## config.mk

```make
export PLATFORM = sky130hd
export DESIGN_NAME = reorder_buffer_flat
export DESIGN_NICKNAME = d
export VERILOG_FILES = /design/src/rtl/reorder_buffer_if.sv /design/src/rtl/reorder_buffer.sv /design/src/flat_wrapper.sv
export SDC_FILE = /design/constraint.sdc
export NUM_CORES = 1
export LEC_CHECK = 0
export CORE_UTILIZATION = 58
export DETAILED_ROUTE_END_ITERATION = 8
export PLACE_DENSITY = 0.87
export SLEW_MARGIN = 20
export SYNTH_ARGS = -nofsm -noshare
export SYNTH_HDL_FRONTEND = slang
export SYNTH_SLANG_ARGS = --single-unit
```

## constraint.sdc

```tcl
create_clock -name clk -period 3.1 [get_ports clk]
set_input_delay 0.465 -clock clk [delete_from_list [all_inputs] [get_ports clk]]
set_output_delay 0.465 -clock clk [all_outputs]
set_load 0.005 [all_outputs]
```

## src/rtl/reorder_buffer_if.sv

```systemverilog
// Reorder buffer port bundle: issue-side allocation, CDB result broadcast,
// operand lookup, in-order commit and an occupancy debug view.
interface reorder_buffer_if #(
    parameter int data_width = 16,
    parameter int tag_width  = 3
);
    typedef struct packed {
        logic                  valid;
        logic [tag_width-1:0]  tag;
        logic [data_width-1:0] data;
    } cdb_t;

    // Handshakes: an alloc is accepted on a rising edge where alloc=1 and
    // full=0 (full acts as the inverse of ready); CDB_in and commit_valid
    // are single-cycle pulses with no back-pressure, always consumed.
    logic                  alloc;
    logic [2:0]            alloc_dest;
    logic [tag_width-1:0]  alloc_tag;
    logic                  full;
    logic                  empty;
    cdb_t                  CDB_in;
    logic [tag_width-1:0]  rd_tag_a;
    logic [tag_width-1:0]  rd_tag_b;
    logic                  rd_ready_a;
    logic                  rd_ready_b;
    logic [data_width-1:0] rd_data_a;
    logic [data_width-1:0] rd_data_b;
    logic                  commit_valid;
    logic [2:0]            commit_reg;
    logic [data_width-1:0] commit_data;
    logic [tag_width-1:0]  commit_tag;
    logic [tag_width:0]    count;

    modport master (
        output alloc, alloc_dest, CDB_in, rd_tag_a, rd_tag_b,
        input  alloc_tag, full, empty, rd_ready_a, rd_ready_b, rd_data_a,
               rd_data_b, commit_valid, commit_reg, commit_data, commit_tag, count
    );

    modport slave (
        input  alloc, alloc_dest, CDB_in, rd_tag_a, rd_tag_b,
        output alloc_tag, full, empty, rd_ready_a, rd_ready_b, rd_data_a,
               rd_data_b, commit_valid, commit_reg, commit_data, commit_tag, count
    );
endinterface

```

## src/rtl/reorder_buffer.sv

```systemverilog
// Eight-entry reorder buffer: allocates in program order, accepts results
// out of order from the CDB, and retires the head entry once it is ready.
module reorder_buffer #(
    parameter int data_width = 16,
    parameter int tag_width  = 3
) (
    input logic             clk,
    input logic             flush,
    reorder_buffer_if.slave bus
);
    localparam int depth = 1 << tag_width;

    logic [depth-1:0]      valid_q;
    logic [depth-1:0]      ready_q;
    logic [2:0]            dest_q [depth];
    logic [data_width-1:0] data_q [depth];
    logic [tag_width-1:0]  head;
    logic [tag_width-1:0]  tail;
    logic [tag_width:0]    count;

    logic do_alloc;
    logic do_retire;
    logic do_cdb;
    logic hit_a;
    logic hit_b;

    // count never exceeds depth, so its top bit alone marks a full buffer
    assign bus.full      = count[tag_width];
    assign bus.empty     = (count == '0);
    assign bus.count     = count;
    assign bus.alloc_tag = tail;

    assign do_alloc  = bus.alloc && !bus.full;
    assign do_retire = valid_q[head] && ready_q[head];
    assign do_cdb    = bus.CDB_in.valid && valid_q[bus.CDB_in.tag]
                       && !(do_retire && (bus.CDB_in.tag == head));

    assign bus.commit_valid = do_retire;
    assign bus.commit_reg   = dest_q[head];
    assign bus.commit_data  = data_q[head];
    assign bus.commit_tag   = head;

    // A result on the CDB this cycle is forwarded straight to the lookup ports
    assign hit_a = bus.CDB_in.valid && (bus.CDB_in.tag == bus.rd_tag_a);
    assign hit_b = bus.CDB_in.valid && (bus.CDB_in.tag == bus.rd_tag_b);

    assign bus.rd_ready_a = valid_q[bus.rd_tag_a] && (ready_q[bus.rd_tag_a] || hit_a);
    assign bus.rd_ready_b = valid_q[bus.rd_tag_b] && (ready_q[bus.rd_tag_b] || hit_b);
    assign bus.rd_data_a  = hit_a ? bus.CDB_in.data : data_q[bus.rd_tag_a];
    assign bus.rd_data_b  = hit_b ? bus.CDB_in.data : data_q[bus.rd_tag_b];

    always_ff @(posedge clk) begin
        if (flush) begin
            valid_q <= '0;
            ready_q <= '0;
            head    <= '0;
            tail    <= '0;
            count   <= '0;
        end else begin
            if (do_retire) begin
                valid_q[head] <= 1'b0;
                head          <= head + 1'b1;
            end
            if (do_alloc) begin
                valid_q[tail] <= 1'b1;
                ready_q[tail] <= 1'b0;
                tail          <= tail + 1'b1;
            end
            if (do_cdb) begin
                ready_q[bus.CDB_in.tag] <= 1'b1;
            end
            case ({do_alloc, do_retire})
                2'b10:   count <= count + 1'b1;
                2'b01:   count <= count - 1'b1;
                default: count <= count;
            endcase
        end
    end

    // Payload storage needs no reset; valid/ready gate every use of it
    always_ff @(posedge clk) begin
        if (!flush && do_alloc) begin
            dest_q[tail] <= bus.alloc_dest;
        end
        if (!flush && do_cdb) begin
            data_q[bus.CDB_in.tag] <= bus.CDB_in.data;
        end
    end
endmodule

```

## src/flat_wrapper.sv

```systemverilog
// flat-port wrapper written by rule: the top's interface ports become plain ports
module reorder_buffer_flat 
#(
    parameter int data_width = 16,
    parameter int tag_width  = 3
)
  (clk, flush, bus_alloc, bus_alloc_dest, bus_CDB_in, bus_rd_tag_a, bus_rd_tag_b, bus_alloc_tag, bus_full, bus_empty, bus_rd_ready_a, bus_rd_ready_b, bus_rd_data_a, bus_rd_data_b, bus_commit_valid, bus_commit_reg, bus_commit_data, bus_commit_tag, bus_count);
  reorder_buffer_if #(.data_width(data_width), .tag_width(tag_width)) bus_i ();
  input logic clk;
  input logic flush;
  input wire logic [$bits(bus_i.alloc)-1:0] bus_alloc;
  input wire logic [$bits(bus_i.alloc_dest)-1:0] bus_alloc_dest;
  input wire logic [$bits(bus_i.CDB_in)-1:0] bus_CDB_in;
  input wire logic [$bits(bus_i.rd_tag_a)-1:0] bus_rd_tag_a;
  input wire logic [$bits(bus_i.rd_tag_b)-1:0] bus_rd_tag_b;
  output wire logic [$bits(bus_i.alloc_tag)-1:0] bus_alloc_tag;
  output wire logic [$bits(bus_i.full)-1:0] bus_full;
  output wire logic [$bits(bus_i.empty)-1:0] bus_empty;
  output wire logic [$bits(bus_i.rd_ready_a)-1:0] bus_rd_ready_a;
  output wire logic [$bits(bus_i.rd_ready_b)-1:0] bus_rd_ready_b;
  output wire logic [$bits(bus_i.rd_data_a)-1:0] bus_rd_data_a;
  output wire logic [$bits(bus_i.rd_data_b)-1:0] bus_rd_data_b;
  output wire logic [$bits(bus_i.commit_valid)-1:0] bus_commit_valid;
  output wire logic [$bits(bus_i.commit_reg)-1:0] bus_commit_reg;
  output wire logic [$bits(bus_i.commit_data)-1:0] bus_commit_data;
  output wire logic [$bits(bus_i.commit_tag)-1:0] bus_commit_tag;
  output wire logic [$bits(bus_i.count)-1:0] bus_count;
  assign bus_i.alloc = bus_alloc;
  assign bus_i.alloc_dest = bus_alloc_dest;
  assign bus_i.CDB_in = bus_CDB_in;
  assign bus_i.rd_tag_a = bus_rd_tag_a;
  assign bus_i.rd_tag_b = bus_rd_tag_b;
  assign bus_alloc_tag = bus_i.alloc_tag;
  assign bus_full = bus_i.full;
  assign bus_empty = bus_i.empty;
  assign bus_rd_ready_a = bus_i.rd_ready_a;
  assign bus_rd_ready_b = bus_i.rd_ready_b;
  assign bus_rd_data_a = bus_i.rd_data_a;
  assign bus_rd_data_b = bus_i.rd_data_b;
  assign bus_commit_valid = bus_i.commit_valid;
  assign bus_commit_reg = bus_i.commit_reg;
  assign bus_commit_data = bus_i.commit_data;
  assign bus_commit_tag = bus_i.commit_tag;
  assign bus_count = bus_i.count;
  reorder_buffer #(.data_width(data_width), .tag_width(tag_width)) u_core (.clk(clk), .flush(flush), .bus(bus_i));
endmodule
```

==> impl_metrics.csv <==
group,metric,value,unit
run_status,outcome,"finished clean",
timing,clock_skew,0.0128,ns
synthesis,synth_nets,649,
setup_path,cp_top_family,"simple AND/OR/NAND/NOR gates",
synthesis,syn_area,9790,µm²
route,dr.pass1.iters,5,
setup_path,reg2reg_slack,0.14,ns
min_path,min_path_type,"flop to flop",
setup_path,slowest_stage,"dfxtp_1",
timing,finalCritPeriodShare,95.4,%
timing,maxSlewViolCount,0,
timing,fin_tns_setup,0,ns
setup_path,ff2ff_path_depth,11,
global_route,grt_antenna_before_repair,0,
global_route,grt_overflow,0,
floorplanning,rows,47,
timing,finalSetupViolCount,0,
min_path,worstHoldEndpoint,"u_core.ready_q[6]",
synthesis,synth_top_area_share,46.6,%
setup_path,arrival,3.32,ns
setup_path,path_cells,"and4b_1 > a41oi_2 > nand2_2 > mux2_4 > ha_1 > xor2_1 > ha_1 > a21oi_1 > xor2_1 > or3_1 > a21oi_1",
clocking,cts_tree,"built",
floorplanning,die-area,17400,µm²
route,vias_per_cell,6.91,
placed_design,place_congestion,0.913,
floorplanning,coreArea,16500,µm²
cells_and_area,syn2layout_area_growth,19.9,%
power_and_ir_drop,fin_total_pwr,5450,µW
clocking,cts_buffer_depth,2,
setup_path,crit_fanout,10,
route,via_count,6547,
cells_and_area,final_area,11700,µm²
cells_and_area,final_nets,753,
cells_and_area,layout_commonest_cell,"edfxtp_1",
synthesis,yosys.area.top_type,"edfxtp_1",
placed_design,place_hpwl,16200,µm
cells_and_area,final_layout_size_suffix_gt1_share,29.1,%
setup_path,worst_setup_path_start_kind,"flop",
clocking,cts_resized,0,
clocking,postCtsSetupBuffers,0,
global_route,grt_pass1_wl,39000,µm
floorplanning,dieWidth,132,µm
placed_design,port_buffers,97,
timing,finalHoldViolations,0,
timing,timing.fmax,0.338,GHz
clocking,h-tree-depth,4,
synthesis,synth-seq-cells,181,
placed_design,pre_cts_ws,0.199,ns
synthesis,syn_area_per_cell,16.0,µm²
synthesis,synthArstFlopShare,0,%
min_path,hp-start,"u_core.ready_q[6]",
floorplanning,io_pins,98,
timing,fin_crit,2.96,ns
setup_path,critPathBufInv,0,
route,avgRoutedWirePerCell,26.8,µm
timing,layout_setup_ws,0.141,ns
clocking,clock-root-buffer,"clkbuf_16",
clocking,cts_sinks,181,
timing,tightest_slew,0.769,ns
power_and_ir_drop,p_leak,0.00394,µW
synthesis,yosys_warnings,0,
global_route,grt_max_degree,39,
clocking,clk_latency,0.44,ns
global_route,grt_pass1_vias,6611,
setup_path,end_kind,"flop",
placed_design,dpl-instance-area,11100,µm²
route,ant_nets,0,
floorplanning,die_y,132,µm
clocking,cts_inserted_buffers,17,
synthesis,synthTopCellsByArea,"edfxtp_1, mux4_2, dfxtp_1",
floorplanning,start_util,59.3,%
route,drc,0,
power_and_ir_drop,ir_drop,0.401,mV
global_route,grt_use_total,30.6,%
setup_path,critPathKind,"flop to flop",
power_and_ir_drop,powerDensity,464,nW/µm²
setup_path,cp_data_required_time,3.46,ns
flow_run,maxCapViolCount,0,
setup_path,r2r_start,"u_core.bus.commit_tag[0]",
min_path,holdPathStages,1,
route,drt-initial-drc-count,826,
synthesis,synthCells,612,
synthesis,yosysSeqAreaShare,52.5,%
setup_path,cp_slowest_stage_delay,0.56,ns
cells_and_area,diodes,0,
clocking,cts.clk_slew.worst_paths,0.07,ns
synthesis,synth-main-ff-cell,"edfxtp_1",
synthesis,yosysUniqueCellTypes,56,
timing,slew_headroom,48.3,%
cells_and_area,mostFrequentLayoutCells,"edfxtp_1, mux4_2, clkdlybuf4s50_1",
route,wl,25400,µm
synthesis,synth_edf_count,152,
clocking,holdBufCountCts,0,
setup_path,r2r-end,"u_core.bus.count[2]",
timing,rsz0062_at_grt,"no",
power breakdown:
| group | total, µW | internal [µW] | switching, µW |
|---|---|---|---|
| Clock | 2220 | 1330 | 889 |
| Combinational | 551 | 294 | 257 |
| Sequential | 2670 | 2650 | 25.3 |
| Total | 5450 | 4280 | 1170 |
synthesized netlist by cell type (all sizes together) (7+ instances only):
| cell | n |
|---|---|
| edfxtp | 152 |
| mux4 | 110 |
| nor2 | 48 |
| a21oi | 38 |
| mux2i | 33 |
| buf | 32 |
| dfxtp | 29 |
| mux2 | 22 |
| clkbuf | 16 |
| a31o | 13 |
| nand2 | 11 |
| o21ai | 11 |
| xnor2 | 10 |
| nand3 | 9 |
| and3 | 7 |
sequential cells by signal, indices dropped and copies added, names as in the netlist, named ones only:
| name | count |
|---|---|
| u_core.bus.alloc_tag | 3 |
| u_core.bus.commit_tag | 3 |
| u_core.bus.count | 4 |
| u_core.data_q | 128 |
| u_core.dest_q | 24 |
| u_core.ready_q | 8 |
| u_core.valid_q | 8 |
through the flow:
step / hold WS, ns / util [%] / std cells
final: 0.574 / 71.1 / 948
after global routing: 0.604 / 71.1 / 948
after CTS: 0.567 / 71.1 / 948
after detailed placement: 0.553 / 67.5 / 917
after global placement: 0.527 / 67.5 / 917
after floorplan: 0.499 / - / 612
metal layers:
| layer | GRT usage (%) | vias up | routed length (µm) |
|---|---|---|---|
| met2 | 50.6 | 411 | 12900 |
| met5 | 0 | - | 0 |
| met1 | 40.2 | 3327 | 9470 |
| met3 | 5.81 | 70 | 2180 |
| met4 | 12.5 | 0 | 823 |
| li1 | - | 2739 | - |
cell type report:
cell class | instances | area (µm²)
sequential | 181 | 5150
fill | 1011 | 4780
multi-input combinational | 376 | 4370
timing repair buffer | 134 | 1330
clock buffer | 20 | 437
tap | 220 | 275
clock inverter | 11 | 159
inverter | 6 | 22.5
worst max path at each step:
stage	cells after the start	endpoint	startpoint	slack (ns)
finish	11	u_core.bus.count[2]	u_core.bus.commit_tag[0]	0.14
global route	12	u_core.bus.count[2]	u_core.bus.commit_tag[0]	0.002
CTS	4	bus_commit_data[14]	flop	0.02
detailed placement	6	bus_rd_data_a[0]	bus_CDB_in[17]	0.20
global placement	6	bus_rd_data_a[0]	bus_CDB_in[17]	0.24
floorplan	12	u_core.bus.count[2]	u_core.bus.commit_tag[0]	0.54
cell families after synthesis:
| group | synth area share, % |
|---|---|
| flip-flops | 52.5 |
| multiplexers | 31.2 |
| AND/OR/NAND/NOR | 6.07 |
| AO/OA/AOI/OAI | 5.38 |
| buffers and inverters | 2.90 |
| XOR/XNOR | 1.25 |
| adder cells (fa/ha/maj) | 0.639 |
Note: power is estimated with default switching activity, not from simulation.
